`src/rtl/mem_port_arbiter.sv`:
```
`default_nettype none
// ============================================================================
// Module   : mem_port_arbiter
// Brief    : Shares one memory port between fetch and data paths, data first,
//            with a bound on fetch starvation and a ready timeout.
// Revision : 1.0
// ============================================================================
module mem_port_arbiter #(
    parameter int ADDR_W       = 16,
    parameter int DATA_W       = 16,
    parameter int MAX_DATA_RUN = 4,
    parameter int TIMEOUT      = 15
) (
    input  logic              clk,
    input  logic              rst,
    input  logic              i_if_req,
    input  logic [ADDR_W-1:0] i_if_addr,
    output logic [DATA_W-1:0] o_if_rdata,
    output logic              o_if_ack,
    input  logic              i_d_req,
    input  logic              i_d_we,
    input  logic [ADDR_W-1:0] i_d_addr,
    input  logic [DATA_W-1:0] i_d_wdata,
    output logic [DATA_W-1:0] o_d_rdata,
    output logic              o_d_ack,
    output logic              o_bus_err,
    output logic              o_mem_en,
    output logic              o_mem_we,
    output logic [ADDR_W-1:0] o_mem_addr,
    output logic [DATA_W-1:0] o_mem_wdata,
    input  logic [DATA_W-1:0] i_mem_rdata,
    input  logic              i_mem_ready
);

    localparam int                 c_RUN_W    = $clog2(MAX_DATA_RUN + 1);
    localparam logic [c_RUN_W-1:0] c_RUN_MAX  = c_RUN_W'(MAX_DATA_RUN);
    localparam logic [7:0]         c_TMO_LAST = 8'(TIMEOUT - 1);

    typedef enum logic [1:0] {
        S_IDLE   = 2'd0,
        S_BUSY_F = 2'd1,
        S_BUSY_D = 2'd2
    } state_t;

    state_t             r_state;
    logic [c_RUN_W-1:0] r_run_cnt;
    logic [7:0]         r_tmo_cnt;

    logic               w_starve;
    logic               w_grant_d;
    logic [c_RUN_W-1:0] w_run_nxt;

    // A pending fetch that has already waited out MAX_DATA_RUN data grants wins.
    assign w_starve  = i_if_req && (r_run_cnt == c_RUN_MAX);
    assign w_grant_d = i_d_req && !w_starve;

    always_comb begin
        w_run_nxt = '0;
        if (i_if_req) begin
            w_run_nxt = (r_run_cnt == c_RUN_MAX) ? c_RUN_MAX : r_run_cnt + c_RUN_W'(1);
        end
    end

    always_ff @(posedge clk or posedge rst) begin
        if (rst) begin
            r_state     <= S_IDLE;
            r_run_cnt   <= '0;
            r_tmo_cnt   <= '0;
            o_if_rdata  <= '0;
            o_if_ack    <= 1'b0;
            o_d_rdata   <= '0;
            o_d_ack     <= 1'b0;
            o_bus_err   <= 1'b0;
            o_mem_en    <= 1'b0;
            o_mem_we    <= 1'b0;
            o_mem_addr  <= '0;
            o_mem_wdata <= '0;
        end else begin
            o_if_ack  <= 1'b0;
            o_d_ack   <= 1'b0;
            o_bus_err <= 1'b0;
            case (r_state)
                S_IDLE: begin
                    if (w_grant_d) begin
                        o_mem_addr  <= i_d_addr;
                        o_mem_wdata <= i_d_wdata;
                        o_mem_we    <= i_d_we;
                        o_mem_en    <= 1'b1;
                        r_tmo_cnt   <= '0;
                        r_run_cnt   <= w_run_nxt;
                        r_state     <= S_BUSY_D;
                    end else if (i_if_req) begin
                        o_mem_addr  <= i_if_addr;
                        o_mem_wdata <= i_d_wdata;
                        o_mem_we    <= 1'b0;
                        o_mem_en    <= 1'b1;
                        r_tmo_cnt   <= '0;
                        r_run_cnt   <= '0;
                        r_state     <= S_BUSY_F;
                    end
                end
                S_BUSY_F, S_BUSY_D: begin
                    if (i_mem_ready) begin
                        o_mem_en <= 1'b0;
                        o_mem_we <= 1'b0;
                        r_state  <= S_IDLE;
                        if (r_state == S_BUSY_F) begin
                            o_if_rdata <= i_mem_rdata;
                            o_if_ack   <= 1'b1;
                        end else begin
                            if (!o_mem_we) begin
                                o_d_rdata <= i_mem_rdata;
                            end
                            o_d_ack <= 1'b1;
                        end
                    end else if (r_tmo_cnt == c_TMO_LAST) begin
                        // Abort: owner sees all-ones data flagged by bus_err.
                        o_mem_en  <= 1'b0;
                        o_mem_we  <= 1'b0;
                        o_bus_err <= 1'b1;
                        r_state   <= S_IDLE;
                        if (r_state == S_BUSY_F) begin
                            o_if_rdata <= '1;
                            o_if_ack   <= 1'b1;
                        end else begin
                            o_d_rdata <= '1;
                            o_d_ack   <= 1'b1;
                        end
                    end else begin
                        r_tmo_cnt <= r_tmo_cnt + 8'd1;
                    end
                end
                default: r_state <= S_IDLE;
            endcase
        end
    end

endmodule
`default_nettype wire
```
`config.mk`:
```
export PLATFORM = sky130hd
export DESIGN_NAME = mem_port_arbiter
export DESIGN_NICKNAME = d
export VERILOG_FILES = /design/src/rtl/mem_port_arbiter.sv
export SDC_FILE = /design/constraint.sdc
export NUM_CORES = 1
export LEC_CHECK = 0
export ABC_AREA = 1
export BUFFER_PORTS_ARGS = -buffer_cell sky130_fd_sc_hd__buf_4
export CAP_MARGIN = 20
export CORE_MARGIN = 5
export CORE_UTILIZATION = 30
export CTS_CLUSTER_DIAMETER = 60
export DETAILED_ROUTE_END_ITERATION = 7
export REMOVE_ABC_BUFFERS = 1
export SKIP_CTS_REPAIR_TIMING = 1
export SLEW_MARGIN = 20
export SYNTH_ARGS = -nofsm -noshare
export SYNTH_HDL_FRONTEND = slang
export SYNTH_SLANG_ARGS = --single-unit
```
`constraint.sdc`:
```
create_clock -name clk -period 3.71 [get_ports clk]
set_input_delay 0 -clock clk [delete_from_list [all_inputs] [get_ports clk]]
set_output_delay 0 -clock clk [all_outputs]
set_load 0.02 [all_outputs]
```
==> load_flow_metrics.sql, run 1 <==
INSERT INTO impl_metrics (metric_group, metric, value, unit) VALUES
('final_layout', 'area.growth.synth_to_final', '55.7', '%'),
('worst_setup_path', 'cp-start-kind', 'register', ''),
('worst_setup_path', 'worstSetupPathType', 'register to register', ''),
('outcome', 'violations', 'negative hold slack', ''),
('clocking', 'clkSinkCount', '82', ''),
('outcome', 'run_status', 'complete, but fails checks', ''),
('clocking', 'clk_path_buf_depth', '2', ''),
('grt', 'wire_length_of_the_first_global_routing_pass', '17.5', 'mm'),
('logic_synthesis', 'ys_warn_count', '0', ''),
('worst_setup_path', 'crit_path_max_fanout', '33', ''),
('grt', 'antenna_found_initial', '0', ''),
('logic_synthesis', 'mappedNetlistArea', '0.00374', 'sq mm'),
('pwr', 'leakage', '2.98', 'nW'),
('final_layout', 'layout.cells.most_common', 'sky130_fd_sc_hd__nand2_1', ''),
('grt', 'globalRoute.totalOverflow', '0', ''),
('grt', 'grt_start_max_net_pins', '53', ''),
('drt', 'routed-via-count', '3672', ''),
('sta', 'finClkSkew', '0.00566', 'ns'),
('drt', 'iteration_count_of_the_initial_detailed_routing_pass', '4', ''),
('floorplan', 'initial_core_utilization', '0.309', ''),
('floorplan', 'ioPinCount', '139', ''),
('worst_setup_path', 'setup.worst_path.end_class', 'register', ''),
('logic_synthesis', 'synthesis.area_per_instance', '8.42', 'sq um'),
('logic_synthesis', 'syn-instance-count', '444', ''),
('sta', 'max_slew_margin', '0.365', ''),
('final_layout', 'core_occupancy_in_the_finished_layout', '0.481', ''),
('pwr', 'power_density', '850', 'mW/mm^2'),
('placed_design', 'hpwl_reported_at_the_end_of_detailed_placement', '7.78', 'mm'),
('clocking', 'cts-htree-levels', '3', ''),
('floorplan', 'fp.dieArea', '0.0148', 'sq mm'),
('clocking', 'cts_made_buffers', '9', ''),
('worst_setup_path', 'worstPathArrival', '2.84', 'ns'),
('drt', 'drt_drc_violations_left', '0', ''),
('job', 'cap_viol_max_count', '0', ''),
('logic_synthesis', 'ys_seq_elements', '82', ''),
('sta', 'timing.final.crit_share', '0.706', ''),
('clocking', 'tritoncts', 'done', ''),
('pwr', 'total_power', '4.95', 'mW'),
('placed_design', 'place_congestion', '0.803', ''),
('final_layout', 'antenna-diode-count', '0', ''),
('sta', 'timing.final.hold_violations', '7', ''),
('final_layout', 'post_route_cells_drive_above_1_share', '0.287', ''),
('floorplan', 'num_rows', '40', ''),
('sta', 'minimum_clock_period_after_layout', '2.62', 'ns'),
('logic_synthesis', 'synthDistinctLibCells', '30', ''),
('sta', 'rsz0062_at_grt', 'false', ''),
('sta', 'report.final.slew_viol_count', '0', ''),
('drt', 'avgViaCountPerCell', '4.54', ''),
('pwr', 'vdd.ir_drop.worst', '0.408', 'mV'),
('floorplan', 'die_h', '122', 'microns'),
('floorplan', 'chipWidth', '122', 'microns'),
('final_layout', 'nets', '713', ''),
('clocking', 'clock_pin_slew_reported_for_the_worst_setup_and_hold_paths_after_clock_tree_synthesis', '0.06', 'ns'),
('sta', 'timing.setup.tns', '0', 'ns'),
('grt', 'globalRouteTotalUtil', '0.150', ''),
('worst_setup_path', 'cp.required', '3.92', 'ns'),
('clocking', 'clk_latency', '0.34', 'ns'),
('sta', 'timing.final.setup_violations', '0', ''),
('drt', 'drt_wl_total', '11.4', 'mm'),
('drt', 'drtAntennaViolNets', '0', ''),
('drt', 'routedWlPerCell', '14.1', 'microns'),
('sta', 'worst-slew-pin-transition', '0.953', 'ns'),
('placed_design', 'portbufs', '138', ''),
('grt', 'vias_in_the_first_global_route', '3484', ''),
('worst_setup_path', 'setup.reg_to_reg.worst_slack', '1.09', 'ns'),
('sta', 'finalHoldWorstSlack', '-0.0446', 'ns'),
('sta', 'max_freq', '0.382', 'GHz'),
('clocking', 'ctsRootBufferMaster', 'sky130_fd_sc_hd__clkbuf_16', ''),
('drt', 'initial_drt_markers', '224', ''),
('final_layout', 'most_frequent_cells_in_the_layout', 'sky130_fd_sc_hd__nand2_1, sky130_fd_sc_hd__buf_4, sky130_fd_sc_hd__dfrtp_1', ''),
('logic_synthesis', 'part_of_the_yosys_area_used_for_sequential_elements', '0.549', ''),
('floorplan', 'core_region_area', '0.0121', 'sq mm'),
('hold_path', 'min-delay-path-class', 'input pin to register', '');
-- sequential cells by signal, indices dropped and copies added, names as in the netlist, 2 cells and up --
signal and cells:
o_d_rdata 16, o_mem_wdata 16, o_mem_addr 16, r_state 2, r_run_cnt 3, o_if_rdata 16, r_tmo_cnt 8
-- per-layer routing --
layer,track usage,vias to the layer above,part of all wire
met5,0,-,0
met4,0.0602,0,0.023
met3,0.0604,21,0.096
met2,0.230,153,0.45
met1,0.189,1702,0.43
li1,-,1796,-
-- path summary, 6_finish.rpt --
kind	from	endpoint	cells after the start
min	i_if_addr[5]	o_mem_addr[5]$_DFFE_PP0P_	3
min reg2reg	o_d_rdata[13]$_DFFE_PP0P_	o_d_rdata[13]$_DFFE_PP0P_	2
max reg2reg	r_state[0]$_DFFE_PP0P_	o_mem_addr[10]$_DFFE_PP0P_	9
max in group asynchronous	rst	o_mem_addr[1]$_DFFE_PP0P_	4
min in group asynchronous	rst	o_mem_addr[15]$_DFFE_PP0P_	3
max	r_state[0]$_DFFE_PP0P_	o_mem_addr[10]$_DFFE_PP0P_	9
-- where the power goes --
group          switching (mW)  leakage, nW  internal, mW
clock network           0.347        0.152         0.572
logic                    1.45         1.82          1.03
registers               0.252         1.01          1.30
-- cell families after synthesis --
group	synth area share
flip-flops	0.549
AO/OA/AOI/OAI	0.0713
AND/OR/NAND/NOR	0.312
buffers and inverters	0.0479
adder cells (fa/ha/maj)	0.0201
-- final cells by class --
| class | instances | area [sq um] |
|---|---|---|
| Fill cell | 1141 | 6290 |
| Timing Repair Buffer | 200 | 1670 |
| Clock inverter | 2 | 35.0 |
| Tap cell | 168 | 210 |
| Multi-Input combinational cell | 325 | 1510 |
| Clock buffer | 13 | 270 |
| Sequential cell | 82 | 2050 |
| Inverter | 19 | 77.6 |
-- per-stage QoR --
step           hold WS [ns]  area, sq um  instances  worst slack, ns
2_1_floorplan        0.0715         3630        426             1.60
3_3_place_gp          0.195         4900        734             1.49
3_5_place_dp          0.204         4920        735             1.59
4_1_cts              -0.158         5230        750             1.57
5_1_grt             0.00238         5820        809            0.854
6_report            -0.0446         5820        809             1.09
-- synth_stat cells, drive strengths merged --
master | count | area share
nand3b | 1 | 0.0020
a21oi | 34 | 0.047
nand3 | 32 | 0.046
or2 | 17 | 0.028
clkbuf | 5 | 0.0050
clkinv | 1 | 0.0023
nor4 | 1 | 0.0017
nor2 | 28 | 0.030
o21a | 1 | 0.0020
o22ai | 3 | 0.0050
ha | 6 | 0.020
buf | 13 | 0.022
a21o | 1 | 0.0020
nor3 | 1 | 0.0044
inv | 18 | 0.018
nand2 | 189 | 0.20
dfrtp | 82 | 0.55
o21ai | 11 | 0.016
-- critical path, stage by stage (launching register included) --
cell                            delay, ns
sky130_fd_sc_hd__dfrtp_1             0.37
sky130_fd_sc_hd__inv_1               0.05
sky130_fd_sc_hd__ha_1                0.25
sky130_fd_sc_hd__o21ai_2             0.07
sky130_fd_sc_hd__buf_4               0.35
sky130_fd_sc_hd__inv_1               0.40
sky130_fd_sc_hd__buf_16              0.28
sky130_fd_sc_hd__nor2_1              0.10
sky130_fd_sc_hd__a21oi_1             0.05
sky130_fd_sc_hd__dlygate4sd3_1       0.57
No activity file was read; power rests on OpenSTA's default activity.
==> run 2: changes to the inputs <==
==> constraint.sdc (replaced) <==
create_clock -name clk -period 2.6 [get_ports clk]
set_input_delay 0 -clock clk [delete_from_list [all_inputs] [get_ports clk]]
set_output_delay 0 -clock clk [all_outputs]
set_load 0.02 [all_outputs]
==> run 2 against run 1 <==
Net effect:
- the flow still finishes with violations (negative hold slack)
- sequential power increased by 43%
- flip-flop and latch count did not move
- non-clock buffer count grew 7
- worst setup slack got worse by 0.61 ns
- worst hold slack better by 0.023 ns
- global-route usage up 0.060 points
- critical endpoint is now o_mem_addr[6]$_DFFE_PP0P_
- combinational power increased by 44%
- clock-buffer cell count down 4
- via count grew 1.6%
- first-iteration DRC count grew 0.45%
- die area unchanged
- core utilization is 0.39 points higher
==> load_flow_metrics.sql, run 2 (synthesis gave the netlist of run 1 again) <==
INSERT INTO impl_metrics (metric_group, metric, value, unit) VALUES
('final_layout', 'nets', '720', ''),
('pwr', 'vdd.ir_drop.worst', '0.573', 'mV'),
('sta', 'max_freq', '0.471', 'GHz'),
('grt', 'wire_length_of_the_first_global_routing_pass', '17.5', 'mm'),
('final_layout', 'most_frequent_cells_in_the_layout', 'sky130_fd_sc_hd__nand2_1, sky130_fd_sc_hd__buf_4, sky130_fd_sc_hd__dfrtp_1', ''),
('drt', 'iteration_count_of_the_initial_detailed_routing_pass', '5', ''),
('placed_design', 'portbufs', '138', ''),
('sta', 'rsz0062_at_grt', 'false', ''),
('drt', 'avgViaCountPerCell', '4.56', ''),
('clocking', 'clk_latency', '0.34', 'ns'),
('sta', 'report.final.slew_viol_count', '0', ''),
('drt', 'drt_drc_violations_left', '0', ''),
('floorplan', 'core_region_area', '0.0121', 'sq mm'),
('worst_setup_path', 'cp.required', '2.88', 'ns'),
('floorplan', 'fp.dieArea', '0.0148', 'sq mm'),
('clocking', 'ctsRootBufferMaster', 'sky130_fd_sc_hd__clkbuf_16', ''),
('pwr', 'power_density', '1200', 'mW/mm^2'),
('worst_setup_path', 'worstPathArrival', '2.40', 'ns'),
('final_layout', 'area.growth.synth_to_final', '57.0', '%'),
('pwr', 'leakage', '3.00', 'nW'),
('sta', 'worst-slew-pin-transition', '0.444', 'ns'),
('drt', 'drtAntennaViolNets', '0', ''),
('drt', 'routedWlPerCell', '14.4', 'microns'),
('sta', 'minimum_clock_period_after_layout', '2.12', 'ns'),
('worst_setup_path', 'crit_path_max_fanout', '37', ''),
('grt', 'globalRoute.totalOverflow', '0', ''),
('outcome', 'run_status', 'complete, but fails checks', ''),
('clocking', 'clock_pin_slew_reported_for_the_worst_setup_and_hold_paths_after_clock_tree_synthesis', '0.06', 'ns'),
('clocking', 'cts-htree-levels', '3', ''),
('grt', 'vias_in_the_first_global_route', '3493', ''),
('floorplan', 'chipWidth', '122', 'microns'),
('worst_setup_path', 'worstSetupPathType', 'register to register', ''),
('clocking', 'clkSinkCount', '82', ''),
('placed_design', 'hpwl_reported_at_the_end_of_detailed_placement', '7.77', 'mm'),
('grt', 'grt_start_max_net_pins', '83', ''),
('worst_setup_path', 'setup.reg_to_reg.worst_slack', '0.48', 'ns'),
('drt', 'initial_drt_markers', '225', ''),
('floorplan', 'initial_core_utilization', '0.309', ''),
('drt', 'route.layer.met1.wl', '4.87', 'mm'),
('final_layout', 'post_route_cells_drive_above_1_share', '0.290', ''),
('drt', 'drt_wl_total', '11.7', 'mm'),
('outcome', 'violations', 'negative hold slack', ''),
('sta', 'timing.final.crit_share', '0.816', ''),
('floorplan', 'num_rows', '40', ''),
('drt', 'route.met3.wl', '1.22', 'mm'),
('placed_design', 'place_congestion', '0.825', ''),
('sta', 'timing.final.hold_violations', '2', ''),
('worst_setup_path', 'cp-start-kind', 'register', ''),
('final_layout', 'layout.cells.most_common', 'sky130_fd_sc_hd__nand2_1', ''),
('clocking', 'cts_made_buffers', '9', ''),
('hold_path', 'min-delay-path-class', 'input pin to register', ''),
('clocking', 'tritoncts', 'done', ''),
('grt', 'antenna_found_initial', '0', ''),
('floorplan', 'ioPinCount', '139', ''),
('job', 'cap_viol_max_count', '0', ''),
('sta', 'max_slew_margin', '0.703', ''),
('worst_setup_path', 'setup.worst_path.end_class', 'register', ''),
('sta', 'finClkSkew', '0.00745', 'ns'),
('drt', 'maxUsedRoutingLayer', 'met4', ''),
('grt', 'globalRouteTotalUtil', '0.151', ''),
('pwr', 'total_power', '7.06', 'mW'),
('final_layout', 'antenna-diode-count', '0', ''),
('drt', 'met2_length', '5.53', 'mm'),
('drt', 'routed-via-count', '3729', ''),
('sta', 'timing.setup.tns', '0', 'ns'),
('clocking', 'clk_path_buf_depth', '2', ''),
('floorplan', 'die_h', '122', 'microns'),
('sta', 'timing.final.setup_violations', '0', ''),
('sta', 'finalHoldWorstSlack', '-0.0215', 'ns');
-- run 2: cell count changes in the layout (fill, tap and decap cells not counted) --
| cell | before | now |
|---|---|---|
| sky130_fd_sc_hd__dlygate4sd3_1 | 59 | 64 |
| sky130_fd_sc_hd__clkbuf_8 | 3 | 0 |
| sky130_fd_sc_hd__buf_4 | 140 | 142 |
| sky130_fd_sc_hd__clkinv_2 | 2 | 4 |
| sky130_fd_sc_hd__clkinv_4 | 1 | 3 |
| sky130_fd_sc_hd__buf_12 | 0 | 1 |
| sky130_fd_sc_hd__buf_16 | 1 | 0 |
| sky130_fd_sc_hd__clkbuf_1 | 1 | 0 |
| sky130_fd_sc_hd__clkinvlp_4 | 0 | 1 |
-- run 2: power by group --
part           internal [mW]  total (mW)  switching (mW)  leakage (nW)
Sequential              1.86        2.23           0.373          1.01
Clock                  0.742        1.27           0.532         0.145
Combinational           1.48        3.55            2.08          1.85
Total                   4.08        7.06            2.98          3.00
-- run 2: per-stage QoR --
stage	utilization	setup slack, ns	hold WS (ns)	instance area [sq um]	instances
final	0.485	0.478	-0.0215	5870	817
after global routing	0.485	0.321	0.00834	5870	817
after CTS	0.432	0.660	-0.230	5230	753
after detailed placement	0.407	0.673	0.143	4930	737
after global placement	0.407	0.738	0.138	4930	737
after floorplan	-	0.492	0.0715	3630	426
-- run 2: worst max-delay path, stage by stage, from the launching register on --
cell,delay (ns)
sky130_fd_sc_hd__dfrtp_1,0.40
sky130_fd_sc_hd__inv_1,0.06
sky130_fd_sc_hd__ha_1,0.26
sky130_fd_sc_hd__o21ai_2,0.09
sky130_fd_sc_hd__inv_1,0.08
sky130_fd_sc_hd__buf_4,0.36
sky130_fd_sc_hd__nor2_1,0.07
sky130_fd_sc_hd__a21oi_1,0.14
sky130_fd_sc_hd__dlygate4sd3_1,0.58
-- run 2: routing by layer --
layer,vias to the layer above,track usage
met1,1732,0.187
li1,1810,-
met5,-,0
met3,10,0.0771
met4,0,0.0399
met2,177,0.232
-- run 2: final timing paths --
kind / start / end / cells after the start
max: r_state[0]$_DFFE_PP0P_ / o_mem_addr[6]$_DFFE_PP0P_ / 8
min: i_mem_rdata[12] / o_if_rdata[12]$_DFFE_PP0P_ / 4
max reg2reg: r_state[0]$_DFFE_PP0P_ / o_mem_addr[6]$_DFFE_PP0P_ / 8
min reg2reg: o_d_rdata[11]$_DFFE_PP0P_ / o_d_rdata[11]$_DFFE_PP0P_ / 2
max in group asynchronous: rst / r_tmo_cnt[2]$_DFFE_PP0P_ / 4
min in group asynchronous: rst / o_mem_addr[4]$_DFFE_PP0P_ / 4
-- run 2: cell type report --
cell class,count,area [sq um]
fillers,1153,6240
flip-flops and latches,82,2050
repair buffers,207,1730
multi-input cells,325,1510
clock buffers,9,225
well taps,168,210
inverters,19,77.6
clock inverters,7,70.1
==> run 3: changes to the inputs <==
==> constraint.sdc (replaced) <==
create_clock -name clk -period 2.2 [get_ports clk]
set_input_delay 0 -clock clk [delete_from_list [all_inputs] [get_ports clk]]
set_output_delay 0 -clock clk [all_outputs]
set_load 0.02 [all_outputs]
==> run 3 against run 2 <==
Net effect:
- the run still ends with negative hold slack left
- clock skew shrank 0.0015 ns
- first-iteration DRC count grew 6.7%
- wire length shrank 1.0%
- critical path type unchanged
- critical endpoint is now o_mem_addr[9]$_DFFE_PP0P_
- largest cell class unchanged
==> load_flow_metrics.sql, run 3 (synthesis gave the netlist of run 1 again) <==
INSERT INTO impl_metrics (metric_group, metric, value, unit) VALUES
('final_layout', 'layout.cells.most_common', 'sky130_fd_sc_hd__nand2_1', ''),
('pwr', 'vdd.ir_drop.worst', '0.653', 'mV'),
('worst_setup_path', 'setup.reg_to_reg.worst_slack', '0.14', 'ns'),
('pwr', 'power_switching', '3.51', 'mW'),
('clocking', 'clock_pin_slew_reported_for_the_worst_setup_and_hold_paths_after_clock_tree_synthesis', '0.06', 'ns'),
('sta', 'timing.setup.tns', '0', 'ns'),
('floorplan', 'die_h', '122', 'microns'),
('clocking', 'cts-htree-levels', '3', ''),
('sta', 'worst-slew-pin-transition', '0.652', 'ns'),
('job', 'cap_viol_max_count', '0', ''),
('final_layout', 'multi_input_comb_area', '0.00151', 'sq mm'),
('grt', 'vias_in_the_first_global_route', '3451', ''),
('hold_path', 'min-delay-path-class', 'input pin to register', ''),
('outcome', 'run_status', 'complete, but fails checks', ''),
('worst_setup_path', 'startpoint', 'r_state[1]$_DFFE_PP0P_', ''),
('worst_setup_path', 'rr_endpoint', 'o_mem_addr[9]$_DFFE_PP0P_', ''),
('sta', 'layout_setup_ws', '0.144', 'ns'),
('pwr', 'share_comb_of_total_power', '0.513', ''),
('grt', 'grt_start_max_net_pins', '48', ''),
('sta', 'timing.final.crit_share', '0.935', ''),
('floorplan', 'chipWidth', '122', 'microns'),
('worst_setup_path', 'rr_startpoint', 'r_state[1]$_DFFE_PP0P_', ''),
('floorplan', 'num_rows', '40', ''),
('sta', 'report.final.slew_viol_count', '0', ''),
('worst_setup_path', 'cp-start-kind', 'register', ''),
('clocking', 'cts_made_buffers', '9', ''),
('floorplan', 'core_region_area', '0.0121', 'sq mm'),
('sta', 'max_freq', '0.486', 'GHz'),
('drt', 'drt_wl_total', '11.6', 'mm'),
('pwr', 'power_density', '1420', 'mW/mm^2'),
('drt', 'avgViaCountPerCell', '4.55', ''),
('clocking', 'clk_path_buf_depth', '2', ''),
('pwr', 'total_power', '8.24', 'mW'),
('floorplan', 'fp.dieArea', '0.0148', 'sq mm'),
('grt', 'globalRoute.totalOverflow', '0', ''),
('sta', 'minimum_clock_period_after_layout', '2.06', 'ns'),
('sta', 'finClkSkew', '0.00599', 'ns'),
('grt', 'wire_length_of_the_first_global_routing_pass', '17.4', 'mm'),
('pwr', 'leakage', '2.97', 'nW'),
('final_layout', 'most_frequent_cells_in_the_layout', 'sky130_fd_sc_hd__nand2_1, sky130_fd_sc_hd__buf_4, sky130_fd_sc_hd__dfrtp_1', ''),
('clocking', 'clk_latency', '0.34', 'ns'),
('drt', 'drtAntennaViolNets', '0', ''),
('worst_setup_path', 'cp.required', '2.46', 'ns'),
('placed_design', 'hpwl_reported_at_the_end_of_detailed_placement', '7.69', 'mm'),
('final_layout', 'post_route_cells_drive_above_1_share', '0.290', ''),
('sta', 'timing.final.hold_violations', '6', ''),
('floorplan', 'initial_core_utilization', '0.309', ''),
('sta', 'rsz0062_at_grt', 'false', ''),
('final_layout', 'area.growth.synth_to_final', '55.6', '%'),
('sta', 'finalHoldWorstSlack', '-0.0313', 'ns'),
('drt', 'initial_drt_markers', '240', ''),
('final_layout', 'filler_cell_count', '1149', ''),
('grt', 'antenna_found_initial', '0', ''),
('drt', 'routed-via-count', '3697', ''),
('placed_design', 'place_congestion', '0.833', ''),
('worst_setup_path', 'worstPathArrival', '2.32', 'ns'),
('drt', 'iteration_count_of_the_initial_detailed_routing_pass', '4', ''),
('pwr', 'internal_power', '4.73', 'mW'),
('worst_setup_path', 'worstSetupPathType', 'register to register', ''),
('clocking', 'tritoncts', 'done', ''),
('worst_setup_path', 'worst_r2r_path_depth', '8', ''),
('placed_design', 'pre_cts_slack', '0.270', 'ns'),
('grt', 'globalRouteTotalUtil', '0.147', ''),
('clocking', 'ctsRootBufferMaster', 'sky130_fd_sc_hd__clkbuf_16', ''),
('drt', 'drt_drc_violations_left', '0', ''),
('final_layout', 'antenna-diode-count', '0', ''),
('sta', 'timing.final.setup_violations', '0', ''),
('clocking', 'clkSinkCount', '82', ''),
('final_layout', 'nets', '716', ''),
('worst_setup_path', 'crit_path_max_fanout', '33', ''),
('pwr', 'share_seq_of_total_power', '0.319', ''),
('pwr', 'switching_share_of_power', '0.426', ''),
('worst_setup_path', 'setup.worst_path.end_class', 'register', ''),
('sta', 'max_slew_margin', '0.565', ''),
('floorplan', 'ioPinCount', '139', ''),
('pwr', 'p_clk_frac', '0.168', ''),
('outcome', 'violations', 'negative hold slack', ''),
('worst_setup_path', 'crit_path_end', 'o_mem_addr[9]$_DFFE_PP0P_', ''),
('drt', 'routedWlPerCell', '14.3', 'microns'),
('placed_design', 'portbufs', '138', ''),
('final_layout', 'sequential_cell_area', '0.00205', 'sq mm');
-- run 3: cell count changes in the layout (fill, tap and decap cells not counted) --
| cell | previous run | this run |
|---|---|---|
| sky130_fd_sc_hd__dlygate4sd3_1 | 64 | 60 |
| sky130_fd_sc_hd__buf_12 | 1 | 2 |
| sky130_fd_sc_hd__buf_4 | 142 | 141 |
| sky130_fd_sc_hd__bufinv_16 | 1 | 0 |
| sky130_fd_sc_hd__clkbuf_1 | 0 | 1 |
| sky130_fd_sc_hd__clkinv_2 | 4 | 3 |
| sky130_fd_sc_hd__clkinv_4 | 3 | 2 |
| sky130_fd_sc_hd__clkinvlp_4 | 1 | 2 |
| sky130_fd_sc_hd__inv_6 | 0 | 1 |
-- run 3: metal layers --
layer  vias up  GRT usage  part of all wire
met2       140      0.222              0.46
li1       1802          -                 -
met3        15     0.0627             0.082
met5         -          0                 0
met4         0     0.0483             0.015
met1      1740      0.190              0.44
-- run 3: worst min path at each step --
stage / start / end / slack, ns / depth (start not counted)
after CTS: rst / o_mem_addr[4]$_DFFE_PP0P_ / -0.24 / 2
after detailed placement: rst / o_mem_addr[4]$_DFFE_PP0P_ / 0.12 / 2
final: i_mem_rdata[6] / o_if_rdata[6]$_DFFE_PP0P_ / -0.03 / 4
after floorplan: i_mem_ready / o_bus_err$_DFF_PP0_ / 0.07 / 1
after global placement: rst / o_mem_addr[4]$_DFFE_PP0P_ / 0.12 / 2
after global routing: i_mem_rdata[15] / o_if_rdata[15]$_DFFE_PP0P_ / 0.0005 / 4
-- run 3: per-stage QoR --
stage / utilization / instance area, sq um / instances
detailed placement: 0.408 / 4940 / 737
global route: 0.480 / 5820 / 813
floorplan: - / 3630 / 426
CTS: 0.431 / 5220 / 753
global placement: 0.408 / 4940 / 737
finish: 0.480 / 5820 / 813
-- run 3: final cells by class --
cell class | instances | area share
well taps | 168 | 0.0361
clock buffers | 10 | 0.0394
repair buffers | 203 | 0.292
clock inverters | 6 | 0.00731
flip-flops and latches | 82 | 0.353
inverters | 19 | 0.0133
multi-input cells | 325 | 0.259
-- run 3: power by group through the flow --
stage | registers [mW] | clock network [mW] | logic [mW]
floorplan | 3.32 | 0 | 1.48
global placement | 2.62 | 0 | 3.83
detailed placement | 2.63 | 0 | 3.90
CTS | 2.62 | 1.43 | 3.90
global route | 2.72 | 1.49 | 4.63
finish | 2.63 | 1.38 | 4.22
-- run 3: critical path, stage by stage (launching register included) --
cell and delay, ns:
sky130_fd_sc_hd__dfrtp_1 0.38, sky130_fd_sc_hd__inv_1 0.08, sky130_fd_sc_hd__ha_1 0.25, sky130_fd_sc_hd__o21ai_2 0.09
sky130_fd_sc_hd__inv_1 0.20, sky130_fd_sc_hd__buf_12 0.23, sky130_fd_sc_hd__nor2_1 0.07, sky130_fd_sc_hd__a21oi_1 0.12
sky130_fd_sc_hd__dlygate4sd3_1 0.57
